### src/rtl/pdp8_pkg.sv
// Shared PDP-8 core definitions: word/address widths and instruction fetch unit types.
package pdp8_pkg;

    localparam int ADDR_WIDTH     = 12;
    localparam int DATA_WIDTH     = 12;
    localparam int IFU_RD_LATENCY = 1;

    typedef enum logic [1:0] {
        IDLE = 2'd0,
        REQ  = 2'd1,
        WAIT = 2'd2,
        HOLD = 2'd3
    } ifu_state_t;

endpackage

### src/rtl/ifu_fetch_ctrl_if.sv
// Fetch-side buses: the memory read port and the instruction hand-off to the decoder.
interface ifu_fetch_ctrl_if;
    import pdp8_pkg::*;

    logic                  ifu_rd_req;
    logic [ADDR_WIDTH-1:0] ifu_rd_addr;
    logic [DATA_WIDTH-1:0] ifu_rd_data;
    logic                  ifu_valid;
    logic [DATA_WIDTH-1:0] ifu_instr;
    logic [ADDR_WIDTH-1:0] ifu_pc;
    logic                  dec_ready;

    modport master (
        output ifu_rd_req, ifu_rd_addr, ifu_valid, ifu_instr, ifu_pc,
        input  ifu_rd_data, dec_ready
    );

    modport slave (
        input  ifu_rd_req, ifu_rd_addr, ifu_valid, ifu_instr, ifu_pc,
        output ifu_rd_data, dec_ready
    );

endinterface

### src/rtl/ifu_fetch_ctrl.sv
// Instruction fetch controller: one read per instruction, fixed read latency,
// valid/ready hand-off to the decoder and PC redirects from execute.
module ifu_fetch_ctrl
    import pdp8_pkg::*;
#(
    parameter int RD_LATENCY = IFU_RD_LATENCY
) (
    input  logic                  clk,
    input  logic                  reset,
    input  logic                  start,
    input  logic [ADDR_WIDTH-1:0] start_addr,
    input  logic                  halt,
    input  logic                  exe_redirect,
    input  logic [ADDR_WIDTH-1:0] exe_target,
    ifu_fetch_ctrl_if.master      bus
);

    localparam int              CNT_W    = $clog2(RD_LATENCY + 1);
    localparam logic [CNT_W-1:0] CNT_LOAD = CNT_W'(RD_LATENCY - 1);

    ifu_state_t            state, state_nxt;
    logic [ADDR_WIDTH-1:0] pc, pc_nxt;
    logic [CNT_W-1:0]      cnt, cnt_nxt;
    logic                  discard, discard_nxt;
    logic                  valid_q, valid_nxt;
    logic [DATA_WIDTH-1:0] instr_q, instr_nxt;
    logic [ADDR_WIDTH-1:0] ipc_q, ipc_nxt;
    logic                  rd_req;
    logic [ADDR_WIDTH-1:0] rd_addr;

    logic rd_done;
    logic drop;
    logic handshake;

    assign rd_done   = (cnt == '0);
    // A redirect landing on the data-return cycle drops that data as well.
    assign drop      = discard | exe_redirect;
    assign handshake = valid_q & bus.dec_ready;

    always_ff @(posedge clk) begin
        if (reset) begin
            state   <= IDLE;
            pc      <= '0;
            cnt     <= '0;
            discard <= 1'b0;
            valid_q <= 1'b0;
            instr_q <= '0;
            ipc_q   <= '0;
        end else begin
            state   <= state_nxt;
            pc      <= pc_nxt;
            cnt     <= cnt_nxt;
            discard <= discard_nxt;
            valid_q <= valid_nxt;
            instr_q <= instr_nxt;
            ipc_q   <= ipc_nxt;
        end
    end

    always_comb begin
        state_nxt = state;
        case (state)
            IDLE: if (start && !halt) state_nxt = REQ;
            REQ:  state_nxt = WAIT;
            WAIT: if (rd_done) state_nxt = drop ? REQ : HOLD;
            HOLD: begin
                if (exe_redirect)   state_nxt = REQ;
                else if (handshake) state_nxt = halt ? IDLE : REQ;
            end
            default: state_nxt = IDLE;
        endcase
    end

    always_comb begin
        pc_nxt      = pc;
        cnt_nxt     = cnt;
        discard_nxt = discard;
        valid_nxt   = valid_q;
        instr_nxt   = instr_q;
        ipc_nxt     = ipc_q;
        rd_req      = 1'b0;
        rd_addr     = '0;
        case (state)
            IDLE: begin
                if (start && !halt) pc_nxt = start_addr;
            end
            REQ: begin
                rd_req  = 1'b1;
                rd_addr = pc;
                cnt_nxt = CNT_LOAD;
                if (exe_redirect) begin
                    pc_nxt      = exe_target;
                    discard_nxt = 1'b1;
                end
            end
            WAIT: begin
                if (!rd_done) cnt_nxt = cnt - 1'b1;
                if (exe_redirect) pc_nxt = exe_target;
                if (rd_done) begin
                    if (drop) begin
                        discard_nxt = 1'b0;
                    end else begin
                        instr_nxt = bus.ifu_rd_data;
                        ipc_nxt   = pc;
                        valid_nxt = 1'b1;
                        pc_nxt    = pc + 1'b1;
                    end
                end else if (exe_redirect) begin
                    discard_nxt = 1'b1;
                end
            end
            HOLD: begin
                if (exe_redirect) begin
                    valid_nxt = 1'b0;
                    pc_nxt    = exe_target;
                end else if (handshake) begin
                    valid_nxt = 1'b0;
                end
            end
            default: ;
        endcase
    end

    assign bus.ifu_rd_req  = rd_req;
    assign bus.ifu_rd_addr = rd_addr;
    assign bus.ifu_valid   = valid_q;
    assign bus.ifu_instr   = instr_q;
    assign bus.ifu_pc      = ipc_q;

endmodule

### src/flat_wrapper.sv
// flat-port wrapper written by rule: the top's interface ports become plain ports
module ifu_fetch_ctrl_flat import pdp8_pkg::*;
#(
    parameter int RD_LATENCY = IFU_RD_LATENCY
)
  (clk, reset, start, start_addr, halt, exe_redirect, exe_target, bus_ifu_rd_req, bus_ifu_rd_addr, bus_ifu_valid, bus_ifu_instr, bus_ifu_pc, bus_ifu_rd_data, bus_dec_ready);
  ifu_fetch_ctrl_if bus_i ();
  input  logic clk;
  input  logic reset;
  input  logic start;
  input  logic [ADDR_WIDTH-1:0] start_addr;
  input  logic halt;
  input  logic exe_redirect;
  input  logic [ADDR_WIDTH-1:0] exe_target;
  output wire logic [$bits(bus_i.ifu_rd_req)-1:0] bus_ifu_rd_req;
  output wire logic [$bits(bus_i.ifu_rd_addr)-1:0] bus_ifu_rd_addr;
  output wire logic [$bits(bus_i.ifu_valid)-1:0] bus_ifu_valid;
  output wire logic [$bits(bus_i.ifu_instr)-1:0] bus_ifu_instr;
  output wire logic [$bits(bus_i.ifu_pc)-1:0] bus_ifu_pc;
  input wire logic [$bits(bus_i.ifu_rd_data)-1:0] bus_ifu_rd_data;
  input wire logic [$bits(bus_i.dec_ready)-1:0] bus_dec_ready;
  assign bus_ifu_rd_req = bus_i.ifu_rd_req;
  assign bus_ifu_rd_addr = bus_i.ifu_rd_addr;
  assign bus_ifu_valid = bus_i.ifu_valid;
  assign bus_ifu_instr = bus_i.ifu_instr;
  assign bus_ifu_pc = bus_i.ifu_pc;
  assign bus_i.ifu_rd_data = bus_ifu_rd_data;
  assign bus_i.dec_ready = bus_dec_ready;
  ifu_fetch_ctrl #(.RD_LATENCY(RD_LATENCY)) u_core (.clk(clk), .reset(reset), .start(start), .start_addr(start_addr), .halt(halt), .exe_redirect(exe_redirect), .exe_target(exe_target), .bus(bus_i));
endmodule
### config.mk
export PLATFORM = sky130hd
export DESIGN_NAME = ifu_fetch_ctrl_flat
export DESIGN_NICKNAME = d
export VERILOG_FILES = /design/src/rtl/pdp8_pkg.sv /design/src/rtl/ifu_fetch_ctrl_if.sv /design/src/rtl/ifu_fetch_ctrl.sv /design/src/flat_wrapper.sv
export SDC_FILE = /design/constraint.sdc
export NUM_CORES = 1
export LEC_CHECK = 0
export CAP_MARGIN = 20
export CORE_MARGIN = 10
export CORE_UTILIZATION = 35
export DETAILED_ROUTE_END_ITERATION = 6
export PLACE_DENSITY = 0.68
export RECOVER_POWER = 100
export SETUP_SLACK_MARGIN = 0.3
export SYNTH_ARGS = -nofsm -noshare
export SYNTH_HDL_FRONTEND = slang
export SYNTH_SLANG_ARGS = --single-unit
### constraint.sdc
create_clock -name clk -period 1.65 [get_ports clk]
set_input_delay 0.33 -clock clk [delete_from_list [all_inputs] [get_ports clk]]
set_output_delay 0.33 -clock clk [all_outputs]
set_load 0.05 [all_outputs]
## Word level (Yosys, flattened, before mapping)

Index checks and enable logic that the tools add are counted.

| operators by class | value |
|---|---|
| add/sub/neg operators | 2 |
| equal/unequal tests | 8 |
| muxes and demuxes | 25 |
| bitwise gates (word level) | 4 |
| reductions and logical operators | 10 |

Operator list:

| kind | count |
|---|---|
| $mux W12 | 5 |
| $pmux W12 S3 | 1 |
| $add A12 B1 Y12 const B | 1 |
| $mux W1 | 10 |
| $mux W2 | 5 |
| $pmux W2 S4 | 1 |
| $pmux W1 S2 | 3 |
| $reduce_and A3 Y1 | 2 |
| $eq A2 B2 Y1 const B | 2 |
| $ne A2 B2 Y1 const B | 2 |
| $reduce_and A4 Y1 | 1 |
| $reduce_bool A2 Y1 | 2 |
| $ne A3 B1 Y1 const B | 1 |
| $ne A3 B2 Y1 const B | 1 |
| $eq A2 B1 Y1 const B | 1 |
| $logic_not A2 Y1 | 1 |
| $ne A2 B1 Y1 const B | 1 |
| $not A1 Y1 | 2 |
| $reduce_and A2 Y1 | 1 |
| $reduce_or A2 Y1 | 1 |
| $and A1 B1 Y1 | 1 |
| $logic_and A1 B1 Y1 | 1 |
| $logic_not A1 Y1 | 1 |
| $or A1 B1 Y1 | 1 |
| $sub A1 B1 Y1 const B | 1 |

| storage, ports and cells | value |
|---|---|
| bits in registers | 41 |
| output and inout port bits | 38 |
| word-level logic and storage cells | 56 |

## Depth between registers and ports, before layout

Gate-level depths: netlist of the first run.

| logic depth | value |
|---|---|
| word-level depth | 4 |
| mapped depth | 6 |

## Worst setup path after synthesis of the first run

No wires, ideal clock.

| path | value |
|---|---|
| path kind | register to output |
| start point | register u_core.state[0] |
| end point | output port bus_ifu_rd_addr[10] |
| arrival time | 1.790 ns |
| required time | 1.320 ns |
| slack | -0.470 ns |
| cell stages (with the launch flop) | 4 |
| path buffers | 1 |
| path through | dfxtp_1 buf_2 clkinv_1 nor3_1 |

| on the way | value |
|---|---|
| longest elaborated chain between the ends | 2 |

Ends and longest elaborated chain:

| what | RTL line | RTL |
|---|---|---|
| from (decl) | ifu_fetch_ctrl.sv:21 | `ifu_state_t state, state_nxt;` |
| from (signal assigned) | ifu_fetch_ctrl.sv:50 | `state <= state_nxt;` |
| $eq A2 B1 Y1 | ifu_fetch_ctrl.sv:83 | `case (state)` |
| $mux W12 | ifu_fetch_ctrl.sv:83 |  |
| to (decl) | flat_wrapper.sv:16 | `output wire logic [$bits(bus_i.ifu_rd_addr)-1:0] bus_ifu_rd_addr;` |

Every way passes these cells.

## Worst setup path after layout of the first run

| path | value |
|---|---|
| start point | register u_core.state[0] |
| end point | output port bus_ifu_rd_addr[8] |

The elaborated chain is that of the path after synthesis.

==> flow_summary_export.csv, run 1 <==
group,metric,value,unit
timing,hold_viol_final,0,
timing,setup_tns_final,0,ns
clocking,cts_root_buf,"sky130_fd_sc_hd__clkbuf_8",
critical_path,worstSetupEndpointType,"primary output",
timing,slew-limit-headroom,0.584,
routing,drt-total-wl,7.59,mm
synthesis,synth-edff-count,0,
global_routing,grt_start_max_net_pins,20,
synthesis,post_synth_inst_count,271,
synthesis,synth_ff_type,"sky130_fd_sc_hd__dfxtp_1",
synthesis,synth.yosys.seq_area_share,0.377,
synthesis,synthesis.area,2120,um2
floorplanning,core_area,5920,um2
timing,final.hold.worst_slack,0.456,ns
synthesis,top_cell_type_s_share_of_synthesized_area,0.377,
finish,multiInputGateArea,1370,um2
synthesis,postSynthNetCount,314,
place,detailedPlace.worstSlack,-0.251,ns
power,p_leak,1.29,nW
floorplanning,dieHeight,97.9,um
synthesis,yosys_warnings,0,
place,dpl.hpwl,5.50,mm
synthesis,netlist-cell-type-count,49,
routing,route.detailed.wl_per_inst,16.6,um
critical_path,startpoint_type,"register",
power,p_per_cell_area,737,nW/um2
job,drv_cap,0,
critical_path,cp_data_arrival_time,1.25,ns
clocking,cts_htree_levels,2,
timing,finalClockSkew,0.00280,ns
timing,fmaxAchievable,632,MHz
timing,number_of_max_slew_violations_in_the_final_report,0,
finish,fillers,544,
critical_path,worst-path-max-fanout,5,
synthesis,synth.area.top_cells,"sky130_fd_sc_hd__dfxtp_1, sky130_fd_sc_hd__nand2_1, sky130_fd_sc_hd__a21oi_1",
floorplanning,top_level_pins,80,
finish,seq_area,820,um2
critical_path,worstSetupPathType,"register to primary output",
global_routing,global_routing_usage_summed_across_all_routing_layers,0.151,
clocking,tritoncts.num_buffers,5,
place,routability_congestion_estimate,0.861,
global_routing,first_global_vias,2429,
power,vdd_ir_drop_max,450,uV
global_routing,grt_antenna_before_repair,0,
timing,unrepaired_setup_endpoints_after_global_routing,"true",
clocking,cts_num_sinks,40,
finish,antennaDiodeCount,0,
synthesis,synth_top_cells_by_count,"sky130_fd_sc_hd__nand2_1, sky130_fd_sc_hd__dfxtp_1, sky130_fd_sc_hd__a21oi_1, sky130_fd_sc_hd__clkbuf_1, sky130_fd_sc_hd__nor2_1",
power,power.share.sequential,0.426,
timing,min_period,1.58,ns
floorplanning,initial_core_util,0.359,
timing,post-route-period-util,0.958,
floorplanning,num_rows,28,
power,internal_power,1.76,mW
power,switchingPower,0.831,mW
clocking,cts_hold_repair.buffers,0,
timing,setup_viol,0,
routing,first_iter_violations,149,
timing,worst-slew-pin-transition,0.627,ns
global_routing,gr-total-overflow,0,
routing,drtPass1Iterations,5,
routing,routed_via_density,5.31,
power,switching_share,0.320,
timing,timing.final.ws_setup,0.0685,ns
finish,nNetsFinal,425,
power,total_power,2.60,mW
routing,remaining_drc_errors,0,
synthesis,asyncSetResetFlopFracSynth,0,
routing,vias,2434,
global_routing,wire_length_of_the_first_global_routing_pass,12.2,mm
power,power_frac_clock,0.261,
finish,area_growth,65.8,%
critical_path,critPathRequiredTime,1.32,ns
synthesis,synth_area_leader_cell,"sky130_fd_sc_hd__dfxtp_1",
floorplanning,design.die.area,9590,um2
synthesis,synth_area_per_cell,7.84,um2
synthesis,post-synth-top-count-cell,"sky130_fd_sc_hd__nand2_1",
floorplanning,chipWidth,97.9,um
hold_path,hold_path.class,"register to register",
clocking,tritoncts,"done",
clocking,insertion_delay,0.29,ns
clocking,cts_max_path_buffers,2,
synthesis,synth-seq-cells,40,
run_status,status,"complete, no violations",
clocking,path_clk_slew,0.08,ns
finish,final_layout_size_suffix_gt1_frac,0.316,
power,pwr-share-comb,0.313,
routing,ant_nets,0,
place,io_buffers,79,
[layout by cell type (no fill, tap or decap), types with 9 or more instances in the layout]
cell type	count
sky130_fd_sc_hd__buf_4	38
sky130_fd_sc_hd__buf_6	13
sky130_fd_sc_hd__and3_4	10
sky130_fd_sc_hd__nand2_1	55
sky130_fd_sc_hd__clkdlybuf4s50_1	38
sky130_fd_sc_hd__nor2_1	10
sky130_fd_sc_hd__clkbuf_1	26
sky130_fd_sc_hd__mux2i_1	9
sky130_fd_sc_hd__a21oi_1	25
sky130_fd_sc_hd__dfxtp_1	33
[logic make-up (layout without fill, tap and decap cells)]
family / Yosys count / count (layout) / share of synthesized area
flops: 40 / 40 / 0.377
xor+xnor: 2 / 2 / 0.00825
mux: 12 / 12 / 0.0583
simple gates: 106 / 106 / 0.242
buf+inv: 31 / 143 / 0.0671
fa+ha+maj: 1 / 1 / 0.00589
compound gates: 79 / 79 / 0.241
[metal layers]
layer  vias up  track usage  wire [um]
met2        77        0.258       3760
li1       1193            -          -
met4         0       0.0302         74
met5         -            0          0
met1      1157        0.178       3220
met3         7       0.0536        534
[power groups by stage]
stage / Sequential, mW / Clock, mW / Combinational, mW
after floorplan: 1.12 / 0 / 0.413
after detailed placement: 1.12 / 0 / 0.744
final: 1.11 / 0.677 / 0.813
after CTS: 1.10 / 0.700 / 0.830
after global placement: 1.11 / 0 / 0.737
after global routing: 1.12 / 0.739 / 0.874
[worst paths after layout]
path	from	endpoint	slack [ns]	cells past startpoint
worst max-delay path	u_core.state[0]	bus_ifu_rd_addr[8]	0.07	4
worst min-delay path	u_core.bus.ifu_instr[10]	u_core.bus.ifu_instr[10]	0.46	2
worst max register to register	u_core.state[0]	u_core.pc[0]	0.07	4
worst min register to register	u_core.bus.ifu_instr[10]	u_core.bus.ifu_instr[10]	0.46	2
[cell type report]
| class | instances | share of cell area |
|---|---|---|
| Clock buffer | 7 | 0.0245 |
| Clock inverter | 1 | 0.00213 |
| Inverter | 6 | 0.0121 |
| Multi-Input combinational cell | 200 | 0.390 |
| Sequential cell | 40 | 0.233 |
| Tap cell | 75 | 0.0266 |
| Timing Repair Buffer | 129 | 0.313 |
[stage by stage]
| step | instance area, um2 | utilization | std cells |
|---|---|---|---|
| floorplan | 2260 | - | 271 |
| global placement | 3350 | 0.567 | 437 |
| detailed placement | 3350 | 0.567 | 437 |
| CTS | 3660 | 0.618 | 457 |
| global route | 3520 | 0.595 | 458 |
| finish | 3520 | 0.595 | 458 |
[worst max-delay path, cell delays in order (launching register included)]
cell	delay [ns]
sky130_fd_sc_hd__dfxtp_4	0.39
sky130_fd_sc_hd__buf_4	0.14
sky130_fd_sc_hd__buf_16	0.11
sky130_fd_sc_hd__and3_4	0.17
sky130_fd_sc_hd__buf_6	0.15
[registers in the layout, summed over array words and instances, names as in the netlist]
register / flops
u_core.bus.ifu_pc: 12
u_core.discard: 1
u_core.state: 2
u_core.bus.ifu_valid: 1
u_core.bus.ifu_instr: 12
u_core.pc: 12
[what timing repair did]
| item | CTS | global route |
|---|---|---|
| endpoints found under the setup margin | 51 | 51 |
| cloned | 1 | 0 |
| gates resized for setup | 39 | 25 |
| pin swaps | 11 | 9 |
| setup buffers | 11 | 1 |
Note: power is estimated with default switching activity, not from simulation.
==> run 2, diff against run 1 <==
Settings changed: ABC_AREA set to 1, PLACE_DENSITY 0.68 to 0.69.
==> flow_summary_export.csv, run 2 <==
group,metric,value,unit
run_status,status,"complete, no violations",
routing,vias,2527,
floorplanning,num_rows,28,
finish,nNetsFinal,465,
critical_path,cp_data_arrival_time,1.23,ns
routing,first_iter_violations,182,
finish,area_growth,70.6,%
power,pwr-share-comb,0.390,
routing,route.detailed.wl_per_inst,16.0,um
synthesis,synth-edff-count,0,
timing,hold_viol_final,0,
power,p_leak,1.45,nW
clocking,cts_hold_repair.buffers,0,
global_routing,grt_antenna_before_repair,0,
synthesis,yosys_warnings,0,
clocking,cts_max_path_buffers,2,
clocking,cts_root_buf,"sky130_fd_sc_hd__clkbuf_8",
critical_path,worst-path-max-fanout,5,
finish,layout.cells.most_common,"sky130_fd_sc_hd__nor2_1",
critical_path,worstSetupPathType,"register to primary output",
timing,min_period,1.56,ns
critical_path,endpoint_of_the_most_critical_register_to_register_path,"u_core.pc[6]",
critical_path,cp_slowest_stage_delay,0.36,ns
timing,post-route-period-util,0.947,
synthesis,synth_area_per_cell,6.90,um2
global_routing,gr-total-overflow,0,
floorplanning,chipWidth,97.7,um
critical_path,startpoint_type,"register",
power,power_frac_clock,0.262,
routing,drtPass1Iterations,4,
critical_path,crit_buf_inv,3,
place,dpl.hpwl,5.41,mm
timing,setup_viol,0,
power,internal_power,2.09,mW
floorplanning,design.die.area,9540,um2
hold_path,min_delay_path_depth,2,
clocking,cts_htree_levels,2,
routing,remaining_drc_errors,0,
clocking,tritoncts.num_buffers,5,
power,switching_share,0.370,
clocking,insertion_delay,0.30,ns
synthesis,synth-simple-area-share,0.276,
timing,setup_tns_final,0,ns
synthesis,asyncSetResetFlopFracSynth,0,
synthesis,synth.area.top_cells,"sky130_fd_sc_hd__dfxtp_1, sky130_fd_sc_hd__nor2_1, sky130_fd_sc_hd__o21ai_0",
place,routability_congestion_estimate,0.882,
synthesis,netlist-cell-type-count,34,
hold_path,hold_path.class,"register to register",
timing,fmaxAchievable,640,MHz
hold_path,hold_end,"u_core.bus.ifu_instr[10]",
job,drv_cap,0,
timing,unrepaired_setup_endpoints_after_global_routing,"true",
floorplanning,top_level_pins,80,
global_routing,first_global_vias,2565,
critical_path,worstSetupEndpointType,"primary output",
power,p_per_cell_area,922,nW/um2
critical_path,crit_path_cell_trace,"inv_4 > nand2_8 > buf_12 > nor2_4 > clkbuf_4",
synthesis,synth_ff_type,"sky130_fd_sc_hd__dfxtp_1",
synthesis,dominant_combinational_cell_family_by_area_after_synthesis,"simple AND/OR/NAND/NOR gates",
clocking,tritoncts,"done",
floorplanning,core_area,5890,um2
floorplanning,dieHeight,97.7,um
timing,worst-slew-pin-transition,0.641,ns
finish,final_layout_size_suffix_gt1_frac,0.274,
timing,final.hold.worst_slack,0.487,ns
synthesis,yosys.area_share.adder,0.00592,
synthesis,synth_top_cells_by_count,"sky130_fd_sc_hd__nor2_1, sky130_fd_sc_hd__dfxtp_1, sky130_fd_sc_hd__nand2_1, sky130_fd_sc_hd__o21ai_0, sky130_fd_sc_hd__inv_1",
synthesis,synth.yosys.seq_area_share,0.379,
routing,routed_via_density,5.07,
place,io_buffers,79,
synthesis,post_synth_inst_count,306,
power,switchingPower,1.23,mW
finish,antennaDiodeCount,0,
synthesis,synth-seq-cells,40,
global_routing,grt_start_max_net_pins,17,
synthesis,multiplexer_share_of_the_synthesized_area,0,
power,power.share.sequential,0.348,
finish,most_used_cells_in_the_layout_excluding_fill_and_tap_cells,"sky130_fd_sc_hd__nor2_1, sky130_fd_sc_hd__clkdlybuf4s50_1, sky130_fd_sc_hd__nand2_1, sky130_fd_sc_hd__dfxtp_1, sky130_fd_sc_hd__o21ai_0",
timing,number_of_max_slew_violations_in_the_final_report,0,
clocking,path_clk_slew,0.08,ns
timing,slew-limit-headroom,0.574,
synthesis,yosys.area_share.xor_xnor,0,
synthesis,post-synth-top-count-cell,"sky130_fd_sc_hd__nor2_1",
synthesis,synth_area_leader_cell,"sky130_fd_sc_hd__dfxtp_1",
critical_path,reg2regPathDepth,8,
hold_path,min_from,"u_core.bus.ifu_instr[10]",
critical_path,cpMaxStageDelayCell,"sky130_fd_sc_hd__dfxtp_4",
routing,drt-total-wl,7.99,mm
critical_path,critPathRequiredTime,1.32,ns
floorplanning,initial_core_util,0.359,
clocking,cts_num_sinks,40,
global_routing,wire_length_of_the_first_global_routing_pass,12.4,mm
critical_path,regToRegStartpoint,"u_core.state[1]",
routing,ant_nets,0,
synthesis,synthesis.area,2110,um2
synthesis,top_cell_type_s_share_of_synthesized_area,0.379,
global_routing,global_routing_usage_summed_across_all_routing_layers,0.154,
synthesis,postSynthNetCount,349,
timing,finalClockSkew,0.0108,ns
power,vdd_ir_drop_max,477,uV
critical_path,reg2reg_slack,0.13,ns
critical_path,critPathTopFamily,"buffers and inverters",
synthesis,share_of_the_synthesized_area_in_compound_gates_ao_oa_aoi_oai,0.237,
run 2: worst register-to-register path, delay by kind of cell (launching register included):
kind,cells,cell delay [ns]
compound gates,2,0.26
buf+inv,4,0.47
flops,1,0.36
simple gates,2,0.31
run 2: power by group through the flow:
stage	clock network [mW]	registers [mW]	logic, mW
floorplan	0	1.27	0.584
global placement	0	1.16	1.08
detailed placement	0	1.17	1.09
CTS	0.883	1.14	1.20
global route	0.929	1.17	1.39
finish	0.872	1.16	1.30
run 2: layer usage:
layer	wire (um)	part of all wire	up-vias	track usage
met5	0	0	-	0
met4	262	0.033	0	0.0604
met3	608	0.076	26	0.0484
met2	3660	0.46	132	0.243
met1	3460	0.43	1129	0.190
li1	-	-	1240	-
run 2: cell families (layout without fill, tap and decap cells):
family	after synthesis	in the layout
AO/OA/AOI/OAI	91	91
adder cells (fa/ha/maj)	1	1
flip-flops	40	40
buffers and inverters	46	163
AND/OR/NAND/NOR	128	128
run 2: through the flow:
step / instances / power [mW] / setup WS (ns) / cell area, um2 / utilization
final: 498 / 3.32 / 0.0869 / 3600 / 0.612
after global routing: 498 / 3.49 / 0.0172 / 3600 / 0.612
after CTS: 485 / 3.22 / 0.121 / 3560 / 0.604
after detailed placement: 467 / 2.26 / -0.142 / 3250 / 0.552
after global placement: 467 / 2.24 / -0.0998 / 3250 / 0.552
after floorplan: 306 / 1.85 / 0.307 / 2220 / -
run 2: cell type report:
class	count	area [um2]
fillers	546	2280
multi-input cells	220	1270
repair buffers	124	1150
flip-flops and latches	40	813
inverters	31	146
well taps	75	93.8
clock buffers	6	82.6
clock inverters	2	38.8
run 2: worst max-delay path by stage:
stage,from,depth (start not counted),endpoint,slack (ns)
floorplan,u_core.state[1],4,bus_ifu_rd_addr[10],0.31
global placement,exe_redirect,7,u_core.pc[2],-0.1
detailed placement,exe_redirect,7,u_core.pc[2],-0.14
CTS,u_core.state[1],5,bus_ifu_rd_addr[11],0.12
global route,start,10,u_core.pc[7],0.02
finish,u_core.state[1],5,bus_ifu_rd_addr[1],0.09
run 2: timing repair:
| item | 4_1_cts | 5_1_grt |
|---|---|---|
| cloned | 1 | 0 |
| buffers inserted | 9 | 13 |
| endpoints found under the hold margin | 0 | 0 |
| gates resized for setup | 31 | 33 |
| setup endpoints to repair | 50 | 51 |
| pin swaps | 12 | 12 |
==> run 3, diff against run 2 <==
Settings changed: ABC_AREA 1 to not set, PLACE_DENSITY 0.69 to 0.68.
==> results of run 3 <==
No change in the layout: final DEF, timing and power equal those of run 1.
